**src/rtl/imm_gen_pkg.sv**
```systemverilog
`default_nettype none
//============================================================================
// Module   : imm_gen_pkg
// Brief    : Shared types and opcode match constants for the LEGv8
//            pipelined immediate generator.
// Revision : 1.0 - initial release
//============================================================================
package imm_gen_pkg;

    // Kind of immediate carried alongside the instruction
    typedef enum logic [2:0] {
        IMM_NONE  = 3'd0,
        IMM_B     = 3'd1,
        IMM_CB    = 3'd2,
        IMM_D     = 3'd3,
        IMM_I     = 3'd4,
        IMM_SHAMT = 3'd5,
        IMM_IW    = 3'd6
    } imm_type_e;

    // Opcode match values, MSB-aligned to Instr[31]
    localparam logic [5:0]  C_OP_B    = 6'b000101;      // [31:26]
    localparam logic [5:0]  C_OP_BL   = 6'b100101;      // [31:26]
    localparam logic [7:0]  C_OP_CBZ  = 8'b10110100;    // [31:24]
    localparam logic [7:0]  C_OP_CBNZ = 8'b10110101;    // [31:24]
    localparam logic [10:0] C_OP_STUR = 11'b11111000000; // [31:21]
    localparam logic [10:0] C_OP_LDUR = 11'b11111000010; // [31:21]
    localparam logic [9:0]  C_OP_ADDI = 10'b1001000100;  // [31:22]
    localparam logic [9:0]  C_OP_SUBI = 10'b1101000100;  // [31:22]
    localparam logic [10:0] C_OP_LSL  = 11'b11010011011; // [31:21]
    localparam logic [10:0] C_OP_LSR  = 11'b11010011010; // [31:21]
    localparam logic [8:0]  C_OP_MOVZ = 9'b110100101;    // [31:23]

    // Only 32- and 64-bit datapaths are supported
    function automatic bit data_w_legal(input int w);
        return (w == 32) || (w == 64);
    endfunction

endpackage
`default_nettype wire

```
**src/rtl/imm_gen_pipe_if.sv**
```systemverilog
`default_nettype none
//============================================================================
// Module   : imm_gen_pipe_if
// Brief    : Input/output handshake bundle of the immediate generator.
//            slave  = the generator's view, master = the driver's view.
// Revision : 1.0 - initial release
//============================================================================
interface imm_gen_pipe_if #(
    parameter int DATA_W = 64,
    parameter int ERR_W  = 16
);
    logic              InValid;
    logic              InReady;
    logic [31:0]       Instr;
    logic              OutValid;
    logic              OutReady;
    logic [DATA_W-1:0] BusImm;
    logic [2:0]        ImmType;
    logic [31:0]       OutInstr;
    logic              BadOp;
    logic [ERR_W-1:0]  ErrCount;

    modport slave (
        input  InValid, Instr, OutReady,
        output InReady, OutValid, BusImm, ImmType, OutInstr, BadOp, ErrCount
    );

    modport master (
        output InValid, Instr, OutReady,
        input  InReady, OutValid, BusImm, ImmType, OutInstr, BadOp, ErrCount
    );
endinterface
`default_nettype wire

```
**src/rtl/imm_gen_pipe_decode.sv**
```systemverilog
`default_nettype none
//============================================================================
// Module   : imm_decode
// Brief    : Combinational LEGv8 immediate extraction and extension.
//            First matching opcode wins; unknown opcodes flag bad_o.
// Config   : IMMGEN_MOVZ_EN enables MOVZ (type IW) decoding.
// Revision : 1.0 - initial release
//============================================================================
module imm_decode
    import imm_gen_pkg::*;
#(
    parameter int DATA_W = 64
) (
    input  logic [31:0]       instr_i,
    output logic [DATA_W-1:0] imm_o,
    output imm_type_e         type_o,
    output logic              bad_o
);

    // Rd/Rt field never contributes to an immediate
    logic w_unused;
    assign w_unused = ^instr_i[4:0];

`ifdef IMMGEN_MOVZ_EN
    // MOVZ builds the shifted half-word at 64 bits; on a 32-bit datapath
    // the upper two half-word positions cannot be represented.
    logic [63:0] w_movz_wide;
    logic        w_movz_fits;
    assign w_movz_wide = {48'd0, instr_i[20:5]} << {instr_i[22:21], 4'd0};
    assign w_movz_fits = (DATA_W == 64) || (instr_i[22] == 1'b0);
`endif

    // Priority decode of the opcode table
    always_comb begin
        imm_o  = '0;
        type_o = IMM_NONE;
        bad_o  = 1'b0;
        if (instr_i[31:26] == C_OP_B || instr_i[31:26] == C_OP_BL) begin
            imm_o  = {{(DATA_W-26){instr_i[25]}}, instr_i[25:0]};
            type_o = IMM_B;
        end else if (instr_i[31:24] == C_OP_CBZ || instr_i[31:24] == C_OP_CBNZ) begin
            imm_o  = {{(DATA_W-19){instr_i[23]}}, instr_i[23:5]};
            type_o = IMM_CB;
        end else if (instr_i[31:21] == C_OP_STUR || instr_i[31:21] == C_OP_LDUR) begin
            imm_o  = {{(DATA_W-9){instr_i[20]}}, instr_i[20:12]};
            type_o = IMM_D;
        end else if (instr_i[31:22] == C_OP_ADDI || instr_i[31:22] == C_OP_SUBI) begin
            imm_o  = {{(DATA_W-12){1'b0}}, instr_i[21:10]};
            type_o = IMM_I;
        end else if (instr_i[31:21] == C_OP_LSL || instr_i[31:21] == C_OP_LSR) begin
            imm_o  = {{(DATA_W-6){1'b0}}, instr_i[15:10]};
            type_o = IMM_SHAMT;
        end
`ifdef IMMGEN_MOVZ_EN
        else if (instr_i[31:23] == C_OP_MOVZ) begin
            if (w_movz_fits) begin
                imm_o  = w_movz_wide[DATA_W-1:0];
                type_o = IMM_IW;
            end else begin
                bad_o  = 1'b1;
            end
        end
`endif
        else begin
            bad_o = 1'b1;
        end
    end

endmodule
`default_nettype wire

```
**src/rtl/imm_gen_pipe.sv**
```systemverilog
`default_nettype none
//============================================================================
// Module   : imm_gen_pipe
// Brief    : Pipelined LEGv8 immediate generator. One output register plus
//            one skid entry (2 words in flight), registered InReady and a
//            saturating unknown-opcode counter.
// Config   : IMMGEN_MOVZ_EN enables MOVZ decoding (type IW).
// Revision : 1.0 - initial release
//============================================================================
module imm_gen_pipe
    import imm_gen_pkg::*;
#(
    parameter int DATA_W = 64,
    parameter int ERR_W  = 16
) (
    input  logic           CLK,
    input  logic           Reset,
    imm_gen_pipe_if.slave  bus
);

    if (!data_w_legal(DATA_W)) begin : g_bad_data_w
        $error("imm_gen_pipe: DATA_W must be 32 or 64");
    end

    logic [DATA_W-1:0] w_dec_imm;
    imm_type_e         w_dec_type;
    logic              w_dec_bad;

    imm_decode #(.DATA_W(DATA_W)) u_decode (
        .instr_i (bus.Instr),
        .imm_o   (w_dec_imm),
        .type_o  (w_dec_type),
        .bad_o   (w_dec_bad)
    );

    logic              out_valid_q, out_valid_d;
    logic [DATA_W-1:0] out_imm_q,   out_imm_d;
    imm_type_e         out_type_q,  out_type_d;
    logic [31:0]       out_instr_q, out_instr_d;
    logic              out_bad_q,   out_bad_d;

    logic              skid_valid_q, skid_valid_d;
    logic [DATA_W-1:0] skid_imm_q,   skid_imm_d;
    imm_type_e         skid_type_q,  skid_type_d;
    logic [31:0]       skid_instr_q, skid_instr_d;
    logic              skid_bad_q,   skid_bad_d;

    logic [ERR_W-1:0]  err_cnt_q, err_cnt_d;

    logic w_accept;
    logic w_drain;

    // InReady depends only on the skid register, so OutReady never reaches it
    assign w_accept = bus.InValid & ~skid_valid_q;
    assign w_drain  = out_valid_q & bus.OutReady;

    // Next-state for output/skid stages; skid only fills while output stalls
    always_comb begin
        out_valid_d  = out_valid_q;
        out_imm_d    = out_imm_q;
        out_type_d   = out_type_q;
        out_instr_d  = out_instr_q;
        out_bad_d    = out_bad_q;
        skid_valid_d = skid_valid_q;
        skid_imm_d   = skid_imm_q;
        skid_type_d  = skid_type_q;
        skid_instr_d = skid_instr_q;
        skid_bad_d   = skid_bad_q;
        err_cnt_d    = err_cnt_q;

        if (w_drain && skid_valid_q) begin
            // Older skid word advances; no accept is possible this cycle
            out_valid_d  = 1'b1;
            out_imm_d    = skid_imm_q;
            out_type_d   = skid_type_q;
            out_instr_d  = skid_instr_q;
            out_bad_d    = skid_bad_q;
            skid_valid_d = 1'b0;
        end else if (w_accept && (w_drain || !out_valid_q)) begin
            out_valid_d  = 1'b1;
            out_imm_d    = w_dec_imm;
            out_type_d   = w_dec_type;
            out_instr_d  = bus.Instr;
            out_bad_d    = w_dec_bad;
        end else if (w_accept) begin
            skid_valid_d = 1'b1;
            skid_imm_d   = w_dec_imm;
            skid_type_d  = w_dec_type;
            skid_instr_d = bus.Instr;
            skid_bad_d   = w_dec_bad;
        end else if (w_drain) begin
            out_valid_d  = 1'b0;
        end

        if (w_accept && w_dec_bad && (err_cnt_q != {ERR_W{1'b1}})) begin
            err_cnt_d = err_cnt_q + ERR_W'(1);
        end
    end

    // Stage registers with synchronous reset discarding all held words
    always_ff @(posedge CLK) begin
        if (Reset) begin
            out_valid_q  <= 1'b0;
            out_imm_q    <= '0;
            out_type_q   <= IMM_NONE;
            out_instr_q  <= '0;
            out_bad_q    <= 1'b0;
            skid_valid_q <= 1'b0;
            skid_imm_q   <= '0;
            skid_type_q  <= IMM_NONE;
            skid_instr_q <= '0;
            skid_bad_q   <= 1'b0;
            err_cnt_q    <= '0;
        end else begin
            out_valid_q  <= out_valid_d;
            out_imm_q    <= out_imm_d;
            out_type_q   <= out_type_d;
            out_instr_q  <= out_instr_d;
            out_bad_q    <= out_bad_d;
            skid_valid_q <= skid_valid_d;
            skid_imm_q   <= skid_imm_d;
            skid_type_q  <= skid_type_d;
            skid_instr_q <= skid_instr_d;
            skid_bad_q   <= skid_bad_d;
            err_cnt_q    <= err_cnt_d;
        end
    end

    assign bus.InReady  = ~skid_valid_q;
    assign bus.OutValid = out_valid_q;
    assign bus.BusImm   = out_imm_q;
    assign bus.ImmType  = out_type_q;
    assign bus.OutInstr = out_instr_q;
    assign bus.BadOp    = out_bad_q;
    assign bus.ErrCount = err_cnt_q;

endmodule
`default_nettype wire

```
**src/flat_wrapper.sv**
```systemverilog
// flat-port wrapper written by rule: the top's interface ports become plain ports
module imm_gen_pipe_flat import imm_gen_pkg::*;
#(
    parameter int DATA_W = 64,
    parameter int ERR_W  = 16
)
  (CLK, Reset, bus_InValid, bus_Instr, bus_OutReady, bus_InReady, bus_OutValid, bus_BusImm, bus_ImmType, bus_OutInstr, bus_BadOp, bus_ErrCount);
  imm_gen_pipe_if #(.DATA_W(DATA_W), .ERR_W(ERR_W)) bus_i ();
  input  logic CLK;
  input  logic Reset;
  input wire logic [$bits(bus_i.InValid)-1:0] bus_InValid;
  input wire logic [$bits(bus_i.Instr)-1:0] bus_Instr;
  input wire logic [$bits(bus_i.OutReady)-1:0] bus_OutReady;
  output wire logic [$bits(bus_i.InReady)-1:0] bus_InReady;
  output wire logic [$bits(bus_i.OutValid)-1:0] bus_OutValid;
  output wire logic [$bits(bus_i.BusImm)-1:0] bus_BusImm;
  output wire logic [$bits(bus_i.ImmType)-1:0] bus_ImmType;
  output wire logic [$bits(bus_i.OutInstr)-1:0] bus_OutInstr;
  output wire logic [$bits(bus_i.BadOp)-1:0] bus_BadOp;
  output wire logic [$bits(bus_i.ErrCount)-1:0] bus_ErrCount;
  assign bus_i.InValid = bus_InValid;
  assign bus_i.Instr = bus_Instr;
  assign bus_i.OutReady = bus_OutReady;
  assign bus_InReady = bus_i.InReady;
  assign bus_OutValid = bus_i.OutValid;
  assign bus_BusImm = bus_i.BusImm;
  assign bus_ImmType = bus_i.ImmType;
  assign bus_OutInstr = bus_i.OutInstr;
  assign bus_BadOp = bus_i.BadOp;
  assign bus_ErrCount = bus_i.ErrCount;
  imm_gen_pipe #(.DATA_W(DATA_W), .ERR_W(ERR_W)) u_core (.CLK(CLK), .Reset(Reset), .bus(bus_i));
endmodule
```
**config.mk**
```make
export PLATFORM = sky130hd
export DESIGN_NAME = imm_gen_pipe_flat
export DESIGN_NICKNAME = d
export VERILOG_FILES = /design/src/rtl/imm_gen_pkg.sv /design/src/rtl/imm_gen_pipe_if.sv /design/src/rtl/imm_gen_pipe_decode.sv /design/src/rtl/imm_gen_pipe.sv /design/src/flat_wrapper.sv
export SDC_FILE = /design/constraint.sdc
export NUM_CORES = 1
export LEC_CHECK = 0
export BUFFER_PORTS_ARGS = -buffer_cell sky130_fd_sc_hd__buf_2
export CORE_MARGIN = 2
export CORE_UTILIZATION = 48
export CTS_CLUSTER_DIAMETER = 200
export CTS_CLUSTER_SIZE = 20
export DETAILED_ROUTE_END_ITERATION = 8
export HOLD_SLACK_MARGIN = 0.03
export PLACE_DENSITY = 0.73
export SETUP_SLACK_MARGIN = 0.15
export SLEW_MARGIN = 20
export SYNTH_ARGS = -nofsm -noshare
export SYNTH_HDL_FRONTEND = slang
export SYNTH_SLANG_ARGS = --single-unit
```
**constraint.sdc**
```tcl
create_clock -name CLK -period 2.2 [get_ports CLK]
set_clock_uncertainty 0.2 [all_clocks]
set_input_delay 0.33 -clock CLK [delete_from_list [all_inputs] [get_ports CLK]]
set_output_delay 0.33 -clock CLK [all_outputs]
set_load 0.01 [all_outputs]
```
== Word-level counts from Yosys, hierarchy flattened ==
Cells that the tools add are included.

* Add/sub/neg operators: 1
* Equal/unequal tests: 12
* Mux-type cells: 27
* Bitwise gates (word level): 5
* Reductions and logical operators: 17

{| class="wikitable"
|+ Operator list
! operator !! number
|-
| $mux 64 || 5
|-
| $mux 32 || 2
|-
| $eq 11x11->1 const B || 4
|-
| $mux 3 || 7
|-
| $eq 10x10->1 const B || 2
|-
| $add 16x1->16 const B || 1
|-
| $eq 8x8->1 const B || 2
|-
| $ne 16x16->1 const B || 1
|-
| $mux 12 || 1
|-
| $mux 1 || 11
|-
| $eq 6x3->1 const B || 1
|-
| $eq 6x6->1 const B || 1
|-
| $logic_or 1x1->1 || 6
|-
| $mux 6 || 1
|-
| $logic_and 1x1->1 || 4
|-
| $reduce_and 2->1 || 2
|-
| $ne 3x3->1 const B || 1
|-
| $not 1->1 || 3
|-
| $reduce_and 3->1 || 1
|-
| $reduce_bool 3->1 || 1
|-
| $and 1x1->1 || 2
|-
| $reduce_bool 2->1 || 1
|-
| $reduce_or 2->1 || 1
|-
| $logic_not 1->1 || 1
|}

* Bits in registers: 218
* Output and inout bits: 118
* Logic and storage cells: 73

== Depth between registers and ports, before layout ==
Gate-level depths: netlist of the first run.

* Depth in word-level cells: 9
* Gate-level depth with buffers: 8
* Depth with buffers taken out: 6

== Hierarchy ==
From an unflattened synthesis of the first run, not the netlist that was laid out.

* Cell total of the unflattened synthesis: 1119
* Area total of the unflattened synthesis: 9561.7 µm²

{| class="wikitable"
|+ Modules (own cells, without submodules)
! module !! instances !! cells each !! area each (µm²) !! sequential area each (µm²)
|-
| imm_gen_pipe || 1 || 991 || 8728.4 || 4364.2
|-
| imm_decode || 1 || 128 || 833.3 || 0.0
|}

== Worst setup path before layout of the first run ==
OpenSTA, ideal clock, no wires.

* Kind: input to register
* From: input port bus_Instr[25]
* To: register u_core.err_cnt_q[1] (netlist: u_core.bus.ErrCount[1])
* Library setup time: 128 ps
* Arrival: 1915 ps
* Data required time: 1872 ps
* Slack: -43 ps
* Cell stages on the path: 8
* Path buffers: 2
* Path through: clkbuf_1 or4_1 nor3_2 nor3_2 nand3_1 buf_4 mux2i_1 nor2_1

* Longest elaborated chain between the ends: 9

{| class="wikitable"
|+ Ends and longest elaborated chain
! element !! RTL line !! RTL
|-
| from (decl) || flat_wrapper.sv:12 || <nowiki>input wire logic [$bits(bus_i.Instr)-1:0] bus_Instr;</nowiki>
|-
| $eq 11x11->1 || imm_gen_pipe_decode.sv:50 || <nowiki>end else if (instr_i[31:21] == C_OP_LSL || instr_i[31:21] == C_OP_LSR) begin</nowiki>
|-
| $logic_or 1x1->1 || imm_gen_pipe_decode.sv:50 ||
|-
| $mux 1 || imm_gen_pipe_decode.sv:50 ||
|-
| $mux 1 || imm_gen_pipe_decode.sv:47 || <nowiki>end else if (instr_i[31:22] == C_OP_ADDI || instr_i[31:22] == C_OP_SUBI) begin</nowiki>
|-
| $mux 1 || imm_gen_pipe_decode.sv:44 || <nowiki>end else if (instr_i[31:21] == C_OP_STUR || instr_i[31:21] == C_OP_LDUR) begin</nowiki>
|-
| $mux 1 (*) || imm_gen_pipe_decode.sv:41 || <nowiki>end else if (instr_i[31:24] == C_OP_CBZ || instr_i[31:24] == C_OP_CBNZ) begin</nowiki>
|-
| $mux 1 (*) || imm_gen_pipe_decode.sv:38 || <nowiki>if (instr_i[31:26] == C_OP_B || instr_i[31:26] == C_OP_BL) begin</nowiki>
|-
| $logic_and 1x1->1 (*) (2 in series) || imm_gen_pipe.sv:95 || <nowiki>if (w_accept && w_dec_bad && (err_cnt_q != {ERR_W{1'b1}})) begin</nowiki>
|-
| to (signal assigned) || imm_gen_pipe.sv:125 || <nowiki>err_cnt_q <= err_cnt_d;</nowiki>
|-
| to (decl) || imm_gen_pipe.sv:48 || <nowiki>logic [ERR_W-1:0] err_cnt_q, err_cnt_d;</nowiki>
|}

Every way passes the cells marked *; elsewhere a longest branch is shown, timed or not.
A chain may end at the register's enable or synchronous reset.

== Worst setup path in the final report of the first run ==
* From: input port bus_Instr[27]
* To: register u_core.skid_imm_q[0]

* Longest elaborated chain between the ends: 7

{| class="wikitable"
|+ Ends and longest elaborated chain
! element !! RTL line !! RTL
|-
| $eq 11x11->1 || imm_gen_pipe_decode.sv:50 ||
|-
| $logic_or 1x1->1 || imm_gen_pipe_decode.sv:50 ||
|-
| $mux 6 || imm_gen_pipe_decode.sv:50 ||
|-
| $mux 12 || imm_gen_pipe_decode.sv:47 ||
|-
| $mux 64 || imm_gen_pipe_decode.sv:44 ||
|-
| $mux 64 || imm_gen_pipe_decode.sv:41 ||
|-
| $mux 64 (*) || imm_gen_pipe_decode.sv:38 ||
|-
| to (signal assigned) || imm_gen_pipe.sv:121 || <nowiki>skid_imm_q <= skid_imm_d;</nowiki>
|-
| to (decl) || imm_gen_pipe.sv:43 || <nowiki>logic [DATA_W-1:0] skid_imm_q, skid_imm_d;</nowiki>
|}

Marked as above.

==> flow_summary_export.csv, run 1 <==
group,metric,value,unit
worst_setup_path,end_kind,"register",
sta,fin_crit_sh,95.7,%
routing,vias,6383,
power,ir_drop,440,uV
routing,drt_iter0_drc,698,
routing,met1_length,7.95,mm
global_route,antenna_found_initial,0,
global_route,grt-ovfl-total,0,
worst_setup_path,required,2.35,ns
sta,rsz0062_at_grt,"true",
job,drv_cap,0,
place,postPlaceCellArea,0.00726,mm^2
clock_tree,cts_tree,"built",
worst_hold_path,hp-class,"primary input to register",
routing,wire_per_inst,17.3,um
global_route,grt.total_usage,26.3,%
power,p_sw_share,22.8,%
synthesis,synth_seq_area_share,45.9,%
power,p_int,4920,uW
power,power.density,773,mW/mm^2
place,port_buffers,153,
synthesis,async_flop_share,0,%
place,place_hpwl,12.4,mm
routing,drt_pass1_iterations,7,
routing,via_per_inst,5.86,
synthesis,yosysMostFrequentCell,"dfxtp_1",
sta,fmax,0.475,GHz
synthesis,synthDistinctLibCells,49,
power,sequentialPowerShare,42.3,%
routing,drt_wl_total,18.9,mm
sta,hold_viol,0,
worst_setup_path,crit_type,"primary input to register",
floorplan,fp.dieArea,0.0138,mm^2
synthesis,synth_area_leaders,"dfxtp_1 46%, a21oi_1 8.9%, a22oi_1 7.9%",
clock_tree,htree_levels,4,
synthesis,ys_warn_count,0,
power,switchingPower,1450,uW
sta,setup_viol,0,
routing,wl_met3,1.22,mm
synthesis,yosys_most_used_dff,"dfxtp_1",
global_route,grt_pass1_vias,5924,
routing,ant_nets,0,
clock_tree,clkSlewWorstSetupHoldPaths,0.06,ns
sta,slew_headroom,58.8,%
worst_setup_path,cpMaxStageDelayCell,"or3b_4",
floorplan,num_io_pins,154,
global_route,grt_pass1_wl,29.5,mm
floorplan,row_count,41,
clock_tree,cts_buffers,17,
layout,fin_nets,944,
clock_tree,clk_latency,0.42,ns
worst_setup_path,cp.arrival,2.25,ns
sta,slew_viol_final,0,
power,leakage,0.00331,uW
sta,fin_tns_setup,0,ns
synthesis,netlist_instances,741,
routing,wl_met2,9.25,mm
sta,worst_slew_pin_slew,0.618,ns
clock_tree,cts_root_buffer,"clkbuf_16",
synthesis,syn_nets,778,
status,status,"complete, no violations",
clock_tree,clkSinkCount,142,
synthesis,synth-edff-count,0,
sta,period_needed,2.11,ns
worst_setup_path,cp_max_fo,8,
clock_tree,cts_buffer_depth,2,
synthesis,postSynthAreaPerCell,8.35,um^2
floorplan,die_h,118,um
worst_setup_path,slowest_delay,0.40,ns
synthesis,synth_commonest_cells,"142 x dfxtp_1, 124 x nand2_1, 110 x a21oi_1",
layout,area_growth,33.3,%
synthesis,synth_top_area_share,45.9,%
floorplan,die_w,118,um
power,power_frac_comb,9.4,%
layout,final_area,0.00825,mm^2
worst_setup_path,setup.worst_path.start_class,"primary input",
place,place_congestion,0.872,
synthesis,synth_area,0.00619,mm^2
layout,drive_gt1_share,31.6,%
routing,drc_errors,0,
global_route,grt_max_degree,143,
layout,antenna_cells,0,
power,power_frac_clock,48.3,%
routing,top_layer,"met4",
layout,nFillCells,1074,
floorplan,start_util,49.1,%
synthesis,synth-seq-cells,142,
synthesis,yosys.area.top_type,"dfxtp_1",
power,total_power,6380,uW
worst_setup_path,path_cells,"buf_2, or3b_4, or3_4, a21oi_4, buf_4, a221oi_2, or3_1, a21oi_1",
floorplan,core_area,0.0126,mm^2
-- stage by stage --
stage	hold WS (ns)	utilization (%)	cells	setup slack, ns
4_1_cts	0.0337	64.5	1087	0.102
3_5_place_dp	0.243	57.6	1035	-0.270
3_3_place_gp	0.238	57.6	1035	-0.197
5_1_grt	0.0478	65.4	1090	0.0789
2_1_floorplan	0.232	-	741	0.0281
6_report	0.0513	65.4	1090	0.0944
-- per-layer routing --
metal  GRT usage, %  vias to the layer above
met1           33.0                     3064
met4           12.0                        0
met5              0                        -
li1               -                     2984
met3           5.67                       43
met2           43.3                      292
-- cells by family (layout without fill, tap and decap cells) --
kind of cell,after synthesis,in the layout,synth area share [%]
compound gates,255,255,26.3
simple gates,235,235,18.1
flops,142,142,45.9
buf+inv,102,279,8.61
xor+xnor,5,5,0.707
fa+ha+maj,1,1,0.202
mux,1,1,0.162
-- power by group through the flow --
stage,clock network [uW],logic [uW],registers [uW]
after floorplan,0,268,2770
after global placement,0,539,2740
after detailed placement,0,552,2750
after CTS,3110,586,2700
after global routing,3250,646,2710
final,3080,597,2700
-- sequential cells by signal, summed over array words and instances (netlist names), 3 cells and up --
signal               cells
u_core.bus.OutInstr     32
u_core.bus.ErrCount     16
u_core.skid_instr_q     32
u_core.skid_imm_q       26
u_core.skid_type_q       3
u_core.bus.BusImm       26
u_core.bus.ImmType       3
-- critical path: cells and delay by family --
kind                   cells  cell delay (ns)
buffers and inverters      2             0.31
and+or+nand+nor            3             1.12
AOI/OAI and AO/OA          3             0.48
-- final cells by class --
type	instances	area (um^2)	share of cell area, %
clock buffers	25	505	6.13
clock inverters	5	128	1.55
inverters	5	18.8	0.227
multi-input cells	497	2980	36.1
flip-flops and latches	142	2850	34.5
well taps	172	215	2.61
repair buffers	244	1550	18.8
-- layout by cell type (no fill, tap or decap), types with 3 or more instances in the layout --
cell,Yosys,routed
nor3_1,8,8
clkbuf_16,0,17
nand2b_1,8,8
dfxtp_2,0,3
clkbuf_8,0,5
o21ai_0,16,16
or3_1,18,17
or4_1,4,3
buf_4,39,68
o32ai_1,8,8
dfxtp_1,142,138
and4_1,4,3
a221oi_1,13,8
nand2_1,124,123
nand3_1,11,7
nand4_1,3,3
bufinv_16,0,4
a221oi_2,1,6
a211oi_1,17,17
dlygate4sd3_1,0,20
buf_2,3,152
nor2_1,31,29
inv_1,5,4
xnor2_1,3,3
o22ai_1,16,16
a21oi_1,110,109
buf_12,0,4
clkbuf_1,51,3
a22oi_1,65,65
nand3_2,0,3
-- final timing paths --
kind | end | startpoint | slack (ns) | depth (start not counted)
max | u_core.skid_imm_q[0] | bus_Instr[27] | 0.09 | 8
min | u_core.skid_instr_q[19] | bus_Instr[19] | 0.05 | 3
max reg2reg | u_core.bus.ErrCount[12] | u_core.bus.ErrCount[3] | 0.15 | 6
min reg2reg | u_core.bus.OutInstr[5] | u_core.bus.OutInstr[5] | 0.25 | 2
-- repair_timing --
| item | CTS | global route |
|---|---|---|
| hold buffers | 20 | 0 |
| resized for setup | 5 | 20 |
| gates cloned | 0 | 0 |
| pin swaps | 2 | 8 |
| endpoints found under the hold margin | 21 | 0 |
| endpoints found under the setup margin | 10 | 49 |
| buffers inserted | 2 | 3 |
(Power assumes the default switching activity.)
==> inputs of run 2 (changes only) <==
- CORE_UTILIZATION: 48 -> 50
- CTS_BUF_LIST: default -> sky130_fd_sc_hd__clkbuf_8
- PLACE_DENSITY: 0.73 -> 0.76
- SETUP_SLACK_MARGIN: 0.15 -> default
==> run 2 against run 1 <==
  * Design area shrank 3.8%
  * Largest cell class unchanged
  * Clock power shrank 30%
  * Critical path depth shrank 2
  * First-iteration DRC count grew 10%
  * Count of clock-buffer cells in the layout shrank 1
  * Routed wire length shrank 2.1%
  * Global-route usage grew 1.1 points
  * Power shrank 15%
  * Combinational power shrank 0.7%
==> flow_summary_export.csv, run 2 (synthesis gave the netlist of run 1 again) <==
group,metric,value,unit
floorplan,fp.dieArea,0.0133,mm^2
global_route,met3_usage,5.59,%
sta,fmax,0.476,GHz
power,switchingPower,1350,uW
global_route,busiest_layer,"met2",
layout,nFillCells,1026,
power,power_frac_clock,39.7,%
sta,setup_ws,0.0979,ns
routing,drt_iter0_drc,770,
worst_setup_path,cp_max_fo,8,
floorplan,core_area,0.0121,mm^2
layout,fin_nets,944,
floorplan,die_w,115,um
global_route,grt.total_usage,27.4,%
layout,final_common_cell,"buf_2",
global_route,grt_max_degree,143,
place,port_buffers,153,
power,p_sw_share,24.8,%
place,place_ws,-0.235,ns
sta,slew_headroom,58.0,%
routing,drt_pass1_iterations,5,
routing,wire_per_inst,17.0,um
layout,mostFrequentLayoutCells,"152 x buf_2, 142 x dfxtp_1, 124 x nand2_1",
place,place_hpwl,12.3,mm
power,sequentialPowerShare,49.4,%
clock_tree,clkSinkCount,142,
layout,drive_gt1_share,28.7,%
worst_setup_path,startpoint,"u_core.bus.ErrCount[9]",
power,total_power,5440,uW
clock_tree,cts_buffers,17,
routing,via_per_inst,5.81,
worst_hold_path,hp-start,"bus_OutReady",
layout,area_growth,28.2,%
power,ir_drop,481,uV
sta,rsz0062_at_grt,"true",
worst_hold_path,hp-class,"primary input to register",
global_route,grt_pass1_vias,5804,
place,place_congestion,0.905,
clock_tree,clkSlewWorstSetupHoldPaths,0.08,ns
floorplan,num_io_pins,154,
clock_tree,cts_tree,"built",
sta,period_needed,2.10,ns
routing,drc_errors,0,
routing,drt_wl_total,18.5,mm
routing,vias,6326,
clock_tree,clk_latency,0.45,ns
global_route,grt-ovfl-total,0,
sta,worst_slew_pin_slew,0.630,ns
global_route,antenna_found_initial,0,
routing,ant_nets,0,
layout,antenna_cells,0,
power,leakage,0.00322,uW
floorplan,start_util,51.3,%
power,power.density,686,mW/mm^2
clock_tree,cts_buffer_depth,2,
global_route,grt_use_met2,45.8,%
status,status,"complete, no violations",
job,drv_cap,0,
worst_setup_path,required,2.38,ns
worst_setup_path,r2r-start,"u_core.bus.ErrCount[9]",
worst_setup_path,setup.worst_path.start_class,"register",
worst_setup_path,cp.arrival,2.28,ns
floorplan,die_h,115,um
clock_tree,htree_levels,4,
power,power_frac_comb,10.9,%
sta,slew_viol_final,0,
sta,setup_viol,0,
global_route,grt_pass1_wl,28.5,mm
global_route,grtUsageMet1,34.5,%
floorplan,row_count,40,
power,p_int,4090,uW
worst_setup_path,crit_type,"register to register",
sta,fin_crit_sh,95.6,%
worst_setup_path,end_kind,"register",
clock_tree,cts_root_buffer,"clkbuf_8",
sta,fin_tns_setup,0,ns
sta,hold_viol,0,
==> run 2: cell count changes in the layout (fill, tap and decap cells not counted), sizes merged <==
cell and change:
clkbuf -1, clkinv +3, clkinvlp -1, inv +3, dlygate4sd3 +5, bufinv -2, buf -5
==> run 2: path summary, 6_finish.rpt <==
kind	slack, ns	cells past startpoint	to
worst min-delay path	0.06	4	u_core.bus.OutValid
worst min register to register	0.26	2	u_core.bus.OutInstr[8]
worst max-delay path	0.1	6	u_core.bus.ErrCount[15]
worst max register to register	0.1	6	u_core.bus.ErrCount[15]
==> run 2: final cells by class <==
cell class / count / area (um^2) / area share (%)
clock buffer: 24 / 330 / 4.16
multi-input combinational: 497 / 2870 / 36.2
clock inverter: 8 / 86.3 / 1.09
inverter: 5 / 18.8 / 0.236
sequential: 142 / 2840 / 35.8
timing repair buffer: 244 / 1580 / 19.9
tap: 168 / 210 / 2.65
==> run 2: critical path, stage by stage (launching register included) <==
cell and delay (ns):
dfxtp_1 0.32, and4_1 0.23, and3_1 0.24, a311oi_2 0.33, nand3_2 0.19, or3_1 0.39
a21oi_1 0.14
==> run 2: power groups by stage <==
stage                     clock, uW  combinational, uW  sequential (uW)
after CTS                      2170                584             2690
after global placement            0                535             2740
after detailed placement          0                547             2750
final                          2160                593             2690
after global routing           2270                644             2700
after floorplan                   0                263             2770
==> run 2: layer usage <==
metal	vias up	wire length, um	part of all wire (%)
li1	2976	-	-
met4	0	492	2.7
met2	318	9120	49
met1	2986	7600	41
met5	-	0	0
met3	46	1250	6.8
==> run 2: stage by stage <==
| step | cell area (um^2) | utilization, % | hold slack (ns) | cells |
|---|---|---|---|---|
| after floorplan | 6200 | - | 0.237 | 741 |
| after global placement | 7250 | 60.1 | 0.238 | 1031 |
| after detailed placement | 7250 | 60.1 | 0.245 | 1031 |
| after CTS | 7920 | 65.6 | 0.0364 | 1088 |
| after global routing | 7940 | 65.8 | 0.0934 | 1088 |
| final | 7940 | 65.8 | 0.0591 | 1088 |
==> run 2: timing repair <==
item                       CTS  global route
hold buffers                25             0
buffers inserted             0             0
gates resized for setup      0             4
hold endpoints to repair    30             0
setup endpoints to repair    0             6
==> inputs of run 3 (changes only) <==
- CORE_UTILIZATION: 50 -> 55
- PLACE_DENSITY: 0.76 -> 0.79
- clock period: 2.2 -> 2.15 ns (I/O delays scaled with it)
==> run 3 against run 2 <==
  * Clock power is 12% higher
  * Cell count decreased by 2.0%
  * Critical endpoint is now u_core.bus.ErrCount[11]
  * Die area is 8.8% lower
  * Count of clock-buffer cells in the layout shrank 6
  * First-iteration DRC count down 23%
  * Sequential cell count is the same
  * Register-to-register slack is essentially flat
==> flow_summary_export.csv, run 3 (synthesis gave the netlist of run 1 again) <==
group,metric,value,unit
global_route,grt_use_met2,51.6,%
place,postPlaceCellArea,0.00724,mm^2
worst_setup_path,required,2.34,ns
worst_setup_path,r2r_setup_slack,0.1,ns
sta,hold_viol,0,
sta,fmax,0.487,GHz
global_route,grt.total_usage,30.6,%
clock_tree,cts_buffer_depth,2,
worst_setup_path,cp_max_fo,8,
floorplan,die_h,110,um
clock_tree,cts_root_buffer,"clkbuf_8",
place,place_congestion,0.900,
global_route,busiest_layer,"met2",
status,status,"complete, no violations",
sta,whs,0.0575,ns
layout,final_util,73.6,%
power,leakage,0.00323,uW
clock_tree,htree_levels,4,
place,place_inst,1006,
routing,drt_wl_total,18.5,mm
sta,worst_slew_pin_slew,0.643,ns
clock_tree,clkSinkCount,142,
worst_setup_path,r2r_cells,6,
floorplan,row_count,38,
floorplan,num_io_pins,154,
floorplan,start_util,56.9,%
worst_hold_path,hp-start,"bus_OutReady",
clock_tree,clk_latency,0.47,ns
global_route,grt_pass1_vias,5926,
worst_setup_path,crit_type,"register to register",
place,place_hpwl,12.0,mm
worst_setup_path,cp.arrival,2.25,ns
routing,drt_iter0_drc,596,
sta,slew_viol_final,0,
sta,fin_tns_setup,0,ns
global_route,grt-ovfl-total,0,
layout,drive_gt1_share,29.8,%
clock_tree,cts_buffers,17,
floorplan,fp.dieArea,0.0121,mm^2
layout,antenna_cells,0,
worst_hold_path,hp-class,"primary input to register",
sta,period_needed,2.05,ns
layout,final_common_cell,"buf_2",
worst_setup_path,startpoint,"u_core.bus.ErrCount[9]",
routing,vias,6443,
global_route,grt_max_degree,143,
layout,instances_no_fill,1066,
worst_setup_path,reg2reg_to,"u_core.bus.ErrCount[11]",
layout,final_area,0.00801,mm^2
worst_setup_path,crit_path_end,"u_core.bus.ErrCount[11]",
global_route,antenna_found_initial,0,
sta,rsz0062_at_grt,"true",
job,drv_cap,0,
floorplan,die_w,110,um
routing,wire_per_inst,17.4,um
routing,drc_errors,0,
place,port_buffers,153,
clock_tree,cts_tree,"built",
routing,ant_nets,0,
clock_tree,clkSlewWorstSetupHoldPaths,0.08,ns
worst_setup_path,setup.worst_path.start_class,"register",
routing,via_per_inst,6.04,
global_route,grtUsageMet1,37.5,%
floorplan,core_area,0.0109,mm^2
sta,fin_crit_sh,95.5,%
global_route,grt_pass1_wl,28.7,mm
layout,mostFrequentLayoutCells,"152 x buf_2, 142 x dfxtp_1, 124 x nand2_1",
worst_setup_path,r2r-start,"u_core.bus.ErrCount[9]",
sta,setup_viol,0,
layout,fin_nets,950,
power,power.density,722,mW/mm^2
power,ir_drop,508,uV
worst_setup_path,end_kind,"register",
layout,area_growth,29.4,%
routing,drt_pass1_iterations,6,
sta,slew_headroom,57.2,%
global_route,met3_usage,6.88,%
[run 3: cell type report]
class,instances,area (um^2)
inverter,5,18.8
clock inverter,14,205
sequential,142,2840
multi-input combinational,497,2900
timing repair buffer,250,1630
clock buffer,18,248
tap,140,175
fill,818,2870
[run 3: power by group]
group / switching [uW] / leakage (uW) / internal (uW)
logic: 366 / 0.00186 / 247
clock network: 1100 / 0.000215 / 1320
registers: 44.5 / 0.00115 / 2710
[run 3: worst min-delay path by stage]
stage,end,slack (ns),depth (start not counted)
4_1_cts,u_core.bus.OutInstr[24],0.03,3
2_1_floorplan,u_core.skid_bad_q,0.24,2
6_report,u_core.bus.OutValid,0.06,4
3_5_place_dp,u_core.bus.OutInstr[26],0.25,2
5_1_grt,u_core.bus.OutValid,0.05,4
3_3_place_gp,u_core.bus.OutInstr[30],0.24,2
[run 3: per-stage QoR]
| stage | worst slack (ns) | power (uW) |
|---|---|---|
| 6_report | 0.0976 | 5790 |
| 5_1_grt | -0.0137 | 5960 |
| 4_1_cts | 0.0188 | 5780 |
| 3_5_place_dp | -0.338 | 3370 |
| 3_3_place_gp | -0.230 | 3350 |
| 2_1_floorplan | -0.00193 | 3100 |
[run 3: worst max-delay path: stages, from the launching register on]
cell and delay, ns:
dfxtp_1 0.32, and4_1 0.23, and3_4 0.20, a311oi_2 0.34, nand3_2 0.20, or3_1 0.34
a21oi_1 0.15
[run 3: per-layer routing]
metal,up-vias,share of wire (%)
met1,3062,41
li1,3004,-
met5,-,0
met4,0,2.2
met2,330,50
met3,47,7.4
[run 3: timing repair]
item / in CTS / in global routing
hold buffers: 27 / 0
endpoints found under the hold margin: 43 / 0
endpoints found under the setup margin: 3 / 10
pin swaps: 1 / 4
resized for setup: 2 / 6
setup buffers: 0 / 1
